$ cat src/rtl/text_console_writer.sv
// text_console_writer: writer-side engine for the character/attribute text buffer.
// Turns a byte stream into buffer writes (char region at 0, attr region at WIDTH*HEIGHT),
// tracks the cursor, interprets CR/BS/LF/FF, scrolls by copying rows up through the
// buffer read port and clears the screen.
//
// Ports:
//   clk, reset           posedge clock, asynchronous active-high reset
//   in_valid/in_ready    byte handshake; in_data/in_attr sampled on acceptance
//   busy                 FSM not idle
//   cursor_col/row       current cursor position
//   we, oe, addr, di     registered buffer write/read controls
//   dout                 buffer read data, valid at the edge ending an oe cycle
module text_console_writer #(
  parameter int unsigned WIDTH  = 20,
  parameter int unsigned HEIGHT = 15,
  parameter int unsigned AW     = $clog2(WIDTH*HEIGHT) + 1
) (
  input  logic                      clk,
  input  logic                      reset,
  input  logic                      in_valid,
  input  logic [7:0]                in_data,
  input  logic [7:0]                in_attr,
  output logic                      in_ready,
  output logic                      busy,
  output logic [$clog2(WIDTH)-1:0]  cursor_col,
  output logic [$clog2(HEIGHT)-1:0] cursor_row,
  output logic                      we,
  output logic                      oe,
  output logic [AW-1:0]             addr,
  output logic [7:0]                di,
  input  logic [7:0]                dout
);

  localparam int unsigned CW = $clog2(WIDTH);
  localparam int unsigned RW = $clog2(HEIGHT);

  localparam logic [2:0] S_IDLE      = 3'd0;
  localparam logic [2:0] S_PUT_C     = 3'd1;
  localparam logic [2:0] S_PUT_A     = 3'd2;
  localparam logic [2:0] S_SCROLL_RD = 3'd3;
  localparam logic [2:0] S_SCROLL_WR = 3'd4;
  localparam logic [2:0] S_FILL      = 3'd5;

  localparam logic [7:0]    SPACE          = 8'h20;
  localparam logic [CW-1:0] COL_MAX        = CW'(WIDTH - 1);
  localparam logic [RW-1:0] ROW_MAX        = RW'(HEIGHT - 1);
  localparam logic [AW-1:0] CELLS          = AW'(WIDTH * HEIGHT);
  localparam logic [AW-1:0] W_A            = AW'(WIDTH);
  localparam logic [AW-1:0] CHAR_COPY_LAST = AW'((HEIGHT - 1) * WIDTH - 1);
  localparam logic [AW-1:0] ATTR_COPY_LAST = AW'(WIDTH * HEIGHT + (HEIGHT - 1) * WIDTH - 1);
  localparam logic [AW-1:0] CHAR_LAST      = AW'(WIDTH * HEIGHT - 1);
  localparam logic [AW-1:0] ALL_LAST       = AW'(2 * WIDTH * HEIGHT - 1);
  localparam logic [AW-1:0] LAST_ROW       = AW'((HEIGHT - 1) * WIDTH);
  localparam logic [AW-1:0] ATTR_LAST_ROW  = AW'(WIDTH * HEIGHT + (HEIGHT - 1) * WIDTH);

  logic [2:0]    state_q, state_d;
  logic [CW-1:0] col_q, col_d;
  logic [RW-1:0] row_q, row_d;
  logic [AW-1:0] ptr_q, ptr_d;     // destination address of the current copy/fill write
  logic          mode_q, mode_d;   // FILL mode: 1 = full clear, 0 = last-row fill after scroll
  logic [7:0]    attr_q, attr_d;
  logic          we_d, oe_d;
  logic [AW-1:0] addr_d;
  logic [7:0]    di_d;
  logic          start_scroll;
  logic [AW-1:0] cpos, fill_next;

  assign cpos       = AW'(row_q) * W_A + AW'(col_q);
  assign in_ready   = (state_q == S_IDLE) && !reset;
  assign busy       = (state_q != S_IDLE);
  assign cursor_col = col_q;
  assign cursor_row = row_q;

  always_comb begin
    state_d      = state_q;
    col_d        = col_q;
    row_d        = row_q;
    ptr_d        = ptr_q;
    mode_d       = mode_q;
    attr_d       = attr_q;
    we_d         = 1'b0;
    oe_d         = 1'b0;
    addr_d       = addr;
    di_d         = di;
    start_scroll = 1'b0;
    fill_next    = '0;
    case (state_q)
      S_IDLE: begin
        if (in_valid) begin
          attr_d = in_attr;
          case (in_data)
            8'h0D: col_d = '0;
            8'h08: if (col_q != '0) col_d = col_q - 1'b1;
            8'h0A: begin
              col_d = '0;
              if (row_q == ROW_MAX) start_scroll = 1'b1;
              else row_d = row_q + 1'b1;
            end
            8'h0C: begin
              state_d = S_FILL;
              mode_d  = 1'b1;
              ptr_d   = '0;
              we_d    = 1'b1;
              addr_d  = '0;
              di_d    = SPACE;
            end
            default: begin
              state_d = S_PUT_C;
              we_d    = 1'b1;
              addr_d  = cpos;
              di_d    = in_data;
            end
          endcase
        end
      end
      S_PUT_C: begin
        state_d = S_PUT_A;
        we_d    = 1'b1;
        addr_d  = cpos + CELLS;
        di_d    = attr_q;
      end
      S_PUT_A: begin
        state_d = S_IDLE;
        if (col_q == COL_MAX) begin
          col_d = '0;
          if (row_q == ROW_MAX) start_scroll = 1'b1;
          else row_d = row_q + 1'b1;
        end else begin
          col_d = col_q + 1'b1;
        end
      end
      S_SCROLL_RD: begin
        state_d = S_SCROLL_WR;
        we_d    = 1'b1;
        addr_d  = ptr_q;
        di_d    = dout;
      end
      S_SCROLL_WR: begin
        if (ptr_q == ATTR_COPY_LAST) begin
          state_d = S_FILL;
          mode_d  = 1'b0;
          ptr_d   = LAST_ROW;
          we_d    = 1'b1;
          addr_d  = LAST_ROW;
          di_d    = SPACE;
        end else begin
          // Char region done: continue with the attr region one screen further on.
          ptr_d   = (ptr_q == CHAR_COPY_LAST) ? CELLS : ptr_q + 1'b1;
          state_d = S_SCROLL_RD;
          oe_d    = 1'b1;
          addr_d  = ptr_d + W_A;
        end
      end
      S_FILL: begin
        if (ptr_q == ALL_LAST) begin
          state_d = S_IDLE;
          if (mode_q) begin
            col_d = '0;
            row_d = '0;
          end
        end else begin
          // Last-row fill jumps from the char row straight to the matching attr row.
          fill_next = (!mode_q && ptr_q == CHAR_LAST) ? ATTR_LAST_ROW : ptr_q + 1'b1;
          ptr_d     = fill_next;
          we_d      = 1'b1;
          addr_d    = fill_next;
          di_d      = (fill_next < CELLS) ? SPACE : attr_q;
        end
      end
      default: state_d = S_IDLE;
    endcase
    if (start_scroll) begin
      state_d = S_SCROLL_RD;
      oe_d    = 1'b1;
      ptr_d   = '0;
      addr_d  = W_A;
    end
  end

  always_ff @(posedge clk or posedge reset) begin
    if (reset) begin
      state_q <= S_IDLE;
      col_q   <= '0;
      row_q   <= '0;
      ptr_q   <= '0;
      mode_q  <= 1'b0;
      attr_q  <= '0;
      we      <= 1'b0;
      oe      <= 1'b0;
      addr    <= '0;
      di      <= '0;
    end else begin
      state_q <= state_d;
      col_q   <= col_d;
      row_q   <= row_d;
      ptr_q   <= ptr_d;
      mode_q  <= mode_d;
      attr_q  <= attr_d;
      we      <= we_d;
      oe      <= oe_d;
      addr    <= addr_d;
      di      <= di_d;
    end
  end

endmodule

$ cat config.mk
export PLATFORM = sky130hd
export DESIGN_NAME = text_console_writer
export DESIGN_NICKNAME = d
export VERILOG_FILES = /design/src/rtl/text_console_writer.sv
export SDC_FILE = /design/constraint.sdc
export NUM_CORES = 1
export LEC_CHECK = 0
export ABC_AREA = 1
export BUFFER_PORTS_ARGS = -buffer_cell sky130_fd_sc_hd__buf_2
export CAP_MARGIN = 20
export CORE_UTILIZATION = 58
export DETAILED_ROUTE_END_ITERATION = 8
export PLACE_DENSITY = 0.82
export RECOVER_POWER = 100
export SLEW_MARGIN = 0
export SYNTH_ARGS = -nofsm -noshare
export SYNTH_HDL_FRONTEND = slang
export SYNTH_SLANG_ARGS = --single-unit
$ cat constraint.sdc
create_clock -name clk -period 3.1 [get_ports clk]
set_input_delay 0.31 -clock clk [delete_from_list [all_inputs] [get_ports clk]]
set_output_delay 0.31 -clock clk [all_outputs]
set_load 0.005 [all_outputs]
After elaboration in Yosys (flattened, before gate mapping):

Cells that the tools add are included.

* add/sub/neg operators: 7
* multiply operators: 1
* magnitude comparators: 1
* eq/ne operators: 31
* multiplexer cells: 56
* reduce and logical (&&, ||, !) cells: 23

Operators with widths (number)
* 10-bit 2-to-1 mux: 10
* 10-bit case mux with 5 select lines: 1
* 8-bit case mux with 5 select lines: 1
* 8-bit by 4-bit equality test with 1-bit output (second input constant): 4
* 8-bit 2-to-1 mux: 4
* 10-bit case mux with 3 select lines: 1
* 5-bit 2-to-1 mux: 5
* 4-bit 2-to-1 mux: 6
* 10-bit equality test (second input constant): 2
* 10-bit by 9-bit equality test with 1-bit output (second input constant): 2
* 10-bit case mux with 2 select lines: 1
* 8-bit case mux with 2 select lines: 1
* 3-bit != test (second input constant): 5
* 3-bit case mux with 5 select lines: 1
* 5-bit case mux with 3 select lines: 1
* 1-bit 2-to-1 mux: 14
* 2-bit != test (second input constant): 7
* 3-bit 2-to-1 mux: 4
* 4-bit case mux with 3 select lines: 1
* 4-bit AND reduction: 3
* 6-bit AND reduction: 2
* 10-bit by 1-bit adder with 10-bit output (second input constant): 1
* 10-bit by 5-bit adder with 10-bit output (second input constant): 1
* 10-bit by 9-bit adder with 10-bit output (second input constant): 1
* 30 further kinds: 40

* register bits after elaboration: 51
* bits of input ports: 27
* output and inout port bits: 31
* word-level logic and storage cells: 129

Depth between registers and ports, before layout:

* word-level depth: 7
* mapped depth: 17
* gate-level depth less buffers: 17

Worst setup path before layout:

OpenSTA, ideal clock, no wires.

* path kind: register -> register
* from: register row_q[3], in the netlist cursor_row[3]
* to: register addr[8]
* library setup time: 0.065 ns
* arrival time: 2.295 ns
* data required time: 3.035 ns
* path slack: 0.740 ns
* stages on the path, launching flop included: 13
* buffers on the path: 0
* clock period less this slack: 2.360 ns
* cell sequence: dfrtp_1 -> ha_1 -> ha_1 -> fa_1 -> xor2_2 -> nand3_1 -> xnor2_1 -> inv_1 -> o21ai_1 -> nand3_1 -> nand3_1 -> nand2_1 -> nand2_1

* cells in the longest elaborated chain, start to end: 7
* elaborated cells between the ends (all ways): 18
* those cells by class: 2 x add/sub; 1 x mul; 4 x eq/ne; 9 x mux; 2 x reduce/logical

Ends and longest elaborated chain
* start: declaration: RTL line 58 `logic [RW-1:0] row_q, row_d;`
* start signal: assignment: RTL line 195 `row_q <= row_d;`
* branches (longest 7 deep; another with 9-bit by 5-bit adder with 10-bit output)
* end signal: assignment: RTL line 201 `addr <= addr_d;`
* end: declaration: RTL line 29 `output logic [AW-1:0] addr,`

Parallel ways; which one is timed is not known. The select of a mux whose other input is x is not followed.
A chain may end at the register's enable or synchronous reset.

Worst setup path in the final report:

* from: register row_q[1], in the netlist cursor_row[1]
* to: register addr[8]

Same word-level chain as after synthesis.

==> flow_summary.ini <==
[synth]
ys_ff_latch = 51
synth_edf_count = 0
yosys_most_used_dff = dfrtp_1
ys_warn_count = 0
ys_seq_area_share_pct = 31.51
netlist_area_mm2 = 0.004050
syn-num-nets = 640
netlist.area_leader.share_pct = 31.51
synth_top_area_cell = dfrtp_1
synth_common_cells = 174 x nand2_1, 76 x inv_1, 64 x nand3_1
synthCells = 595
syn_avg_cell_area_um2 = 6.807
synth.most_common_cell = nand2_1
synth_area_leaders = dfrtp_1 32%, nand2_1 16%, nand3_1 7.9%
async_flop_share_pct = 100.0
synth.distinct_cells = 42

[worst_setup_path]
cp.depth = 12
worstPathRequired_ns = 3.35
worstPathMaxFanout = 8
path_delay_family = adder cells
path_cells = ha_1 -> ha_1 -> fa_1 -> xor2_1 -> nand3_1 -> xnor2_1 -> inv_1 -> o21ai_0 -> nand3_1 -> nand3_1 -> nand2_1 -> nand2_1
critPathBufInv = 1
cp-start-kind = flip-flop
cp-end-kind = flip-flop
slowest_stage = dfrtp_1
cpMostUsedCell = nand3_1
r2r-start = cursor_row[1]$_DFFE_PP0P_
reg2reg_depth = 12
rr_endpoint = addr[8]$_DFFE_PP0P_
max_stage_delay_ns = 0.48
criticalPathCategory = flip-flop to flip-flop
critPathArrivalTime_ns = 3.01
rrSetupSlack_ns = 0.34

[global_route]
grt_pass1_wl_um = 18080
grt_start_max_net_pins = 52
antenna_found_initial = 0
grt-ovfl-total = 0
grt_pass1_vias = 3937
grtUsageTotal_pct = 31.53

[power]
total_leakage_power_uw = 0.002314
finalPower_uw = 4662
ir_drop_uv = 528.8
power.density_mw_per_mm2 = 1061

[clocking]
cts_buffers = 5
hold_buffers = 0
post-cts-setup-buffer-count = 0
cts_resized = 0
htree_levels = 2
clk_pin_slew_ns = 0.10
cts_root_buffer = clkbuf_8
clk_path_buf_depth = 2
cts_tree = built
clkLatencyLatePin_ns = 0.31
numClockSinks = 51

[placement]
hpwl_um = 8443
gp_congestion = 0.9213
portBuffers = 57
place_ws_ns = 0.5236

[run_status]
status = finished with violations
violations = max-capacitance violations, max-slew violations

[timing]
final.min_clock_period_ns = 2.757
fmax_mhz = 362.7
relSlewSlack_pct = -16.88
tns_ns = 0
maxSlewViolCount = 33
hold_viol = 0
finalCritPeriodShare_pct = 88.93
final-setup-viol-count = 0
fin_skew_ns = 0.004986
worst_pin_slew_ns = 1.753
setup_slack_ns = 0.3432
rsz0062_at_grt = no

[layout]
register_area_mm2 = 0.001276
multi_input_area_mm2 = 0.002301
syn_to_final_growth_pct = 8.527
n_fill_cell = 634
antenna_cells = 0
layout.nets = 698
drive_gt1_share_pct = 12.39

[floorplan]
die_y_um = 85.57
initial_core_util_pct = 59.94
core_mm2 = 0.006756
die_area_mm2 = 0.007321
fp.dieW_um = 85.57
pin_count = 58
num_rows = 30

[detailed_routing]
ant_nets = 0
routed_via_density = 5.643
dr.pass1.iters = 6
vias = 4142
wl_per_cell_um = 15.08
wirelength_um = 11070
drc = 0
drt_iter0_drc = 290

[flow_run]
drv_cap = 1

[hold_path]
hp-class = input port to asynchronous set/reset pin
==> per-layer routing <==
| layer | wire, µm | vias to the layer above | track usage, % |
|---|---|---|---|
| met2 | 5340 | 180 | 53.82 |
| met3 | 770 | 31 | 4.909 |
| met4 | 320 | 0 | 11.67 |
| met5 | 0 | - | 0 |
| met1 | 4638 | 1892 | 40.59 |
| li1 | - | 2039 | - |
==> report_power, final <==
part | switching [µW] | internal [µW]
combinational | 1980 | 1070
sequential | 245 | 937
clock | 242 | 183
==> cells in the final DEF, fill, tap and decap left out, types with 4 or more instances in the layout <==
cell / synthesis / layout
o22ai_1: 5 / 5
nor2_1: 48 / 54
nand4_1: 9 / 9
buf_2: 2 / 46
nand3_1: 64 / 64
o21ai_0: 30 / 39
clkbuf_1: 2 / 11
clkbuf_8: 0 / 6
dfrtp_1: 51 / 51
a21oi_1: 23 / 23
xnor2_1: 4 / 4
nand2_1: 174 / 178
xor2_1: 7 / 8
a22oi_1: 6 / 6
inv_2: 10 / 8
ha_1: 16 / 16
inv_1: 76 / 78
==> flip-flops by register name, indices dropped and copies added, names as in the netlist <==
name        count
di              8
state_q         3
attr_q          8
oe              1
we              1
mode_q          1
addr           10
cursor_col      5
cursor_row      4
ptr_q          10
==> metrics by stage <==
step	area [µm²]	hold slack (ns)	util, %	instances
after CTS	4477	0.1919	66.26	733
after detailed placement	4380	0.4635	64.83	725
after floorplan	4050	0.4266	-	595
after global placement	4380	0.4633	64.83	725
final	4395	0.1306	65.06	734
after global routing	4395	0.1967	65.06	734
==> how the worst max path moves through the flow <==
stage	startpoint	end	slack [ns]
finish	cursor_row[1]$_DFFE_PP0P_	addr[8]$_DFFE_PP0P_	0.34
global placement	cursor_row[1]$_DFFE_PP0P_	addr[8]$_DFFE_PP0P_	0.63
global route	cursor_row[1]$_DFFE_PP0P_	addr[8]$_DFFE_PP0P_	0.20
CTS	cursor_row[1]$_DFFE_PP0P_	addr[8]$_DFFE_PP0P_	0.50
floorplan	cursor_row[3]$_DFFE_PP0P_	addr[8]$_DFFE_PP0P_	0.74
detailed placement	cursor_row[1]$_DFFE_PP0P_	addr[8]$_DFFE_PP0P_	0.52
==> kinds of logic after synthesis <==
| group | synth area share, % |
|---|---|
| and+or+nand+nor | 36.33 |
| adders and majority gates | 5.931 |
| DFF | 31.51 |
| AOI/OAI and AO/OA | 13.56 |
| buffers and inverters | 9.886 |
| xor gates and xnor gates | 2.780 |
==> area by class of cell <==
cell class / count / share of cell area (%)
inverters: 86 / 7.344
clock buffers: 6 / 1.879
repair buffers: 61 / 6.803
well taps: 80 / 2.277
multi-input cells: 448 / 52.35
clock inverters: 2 / 0.3131
flip-flops and latches: 51 / 29.03
Power figures use the tool's default switching activity.
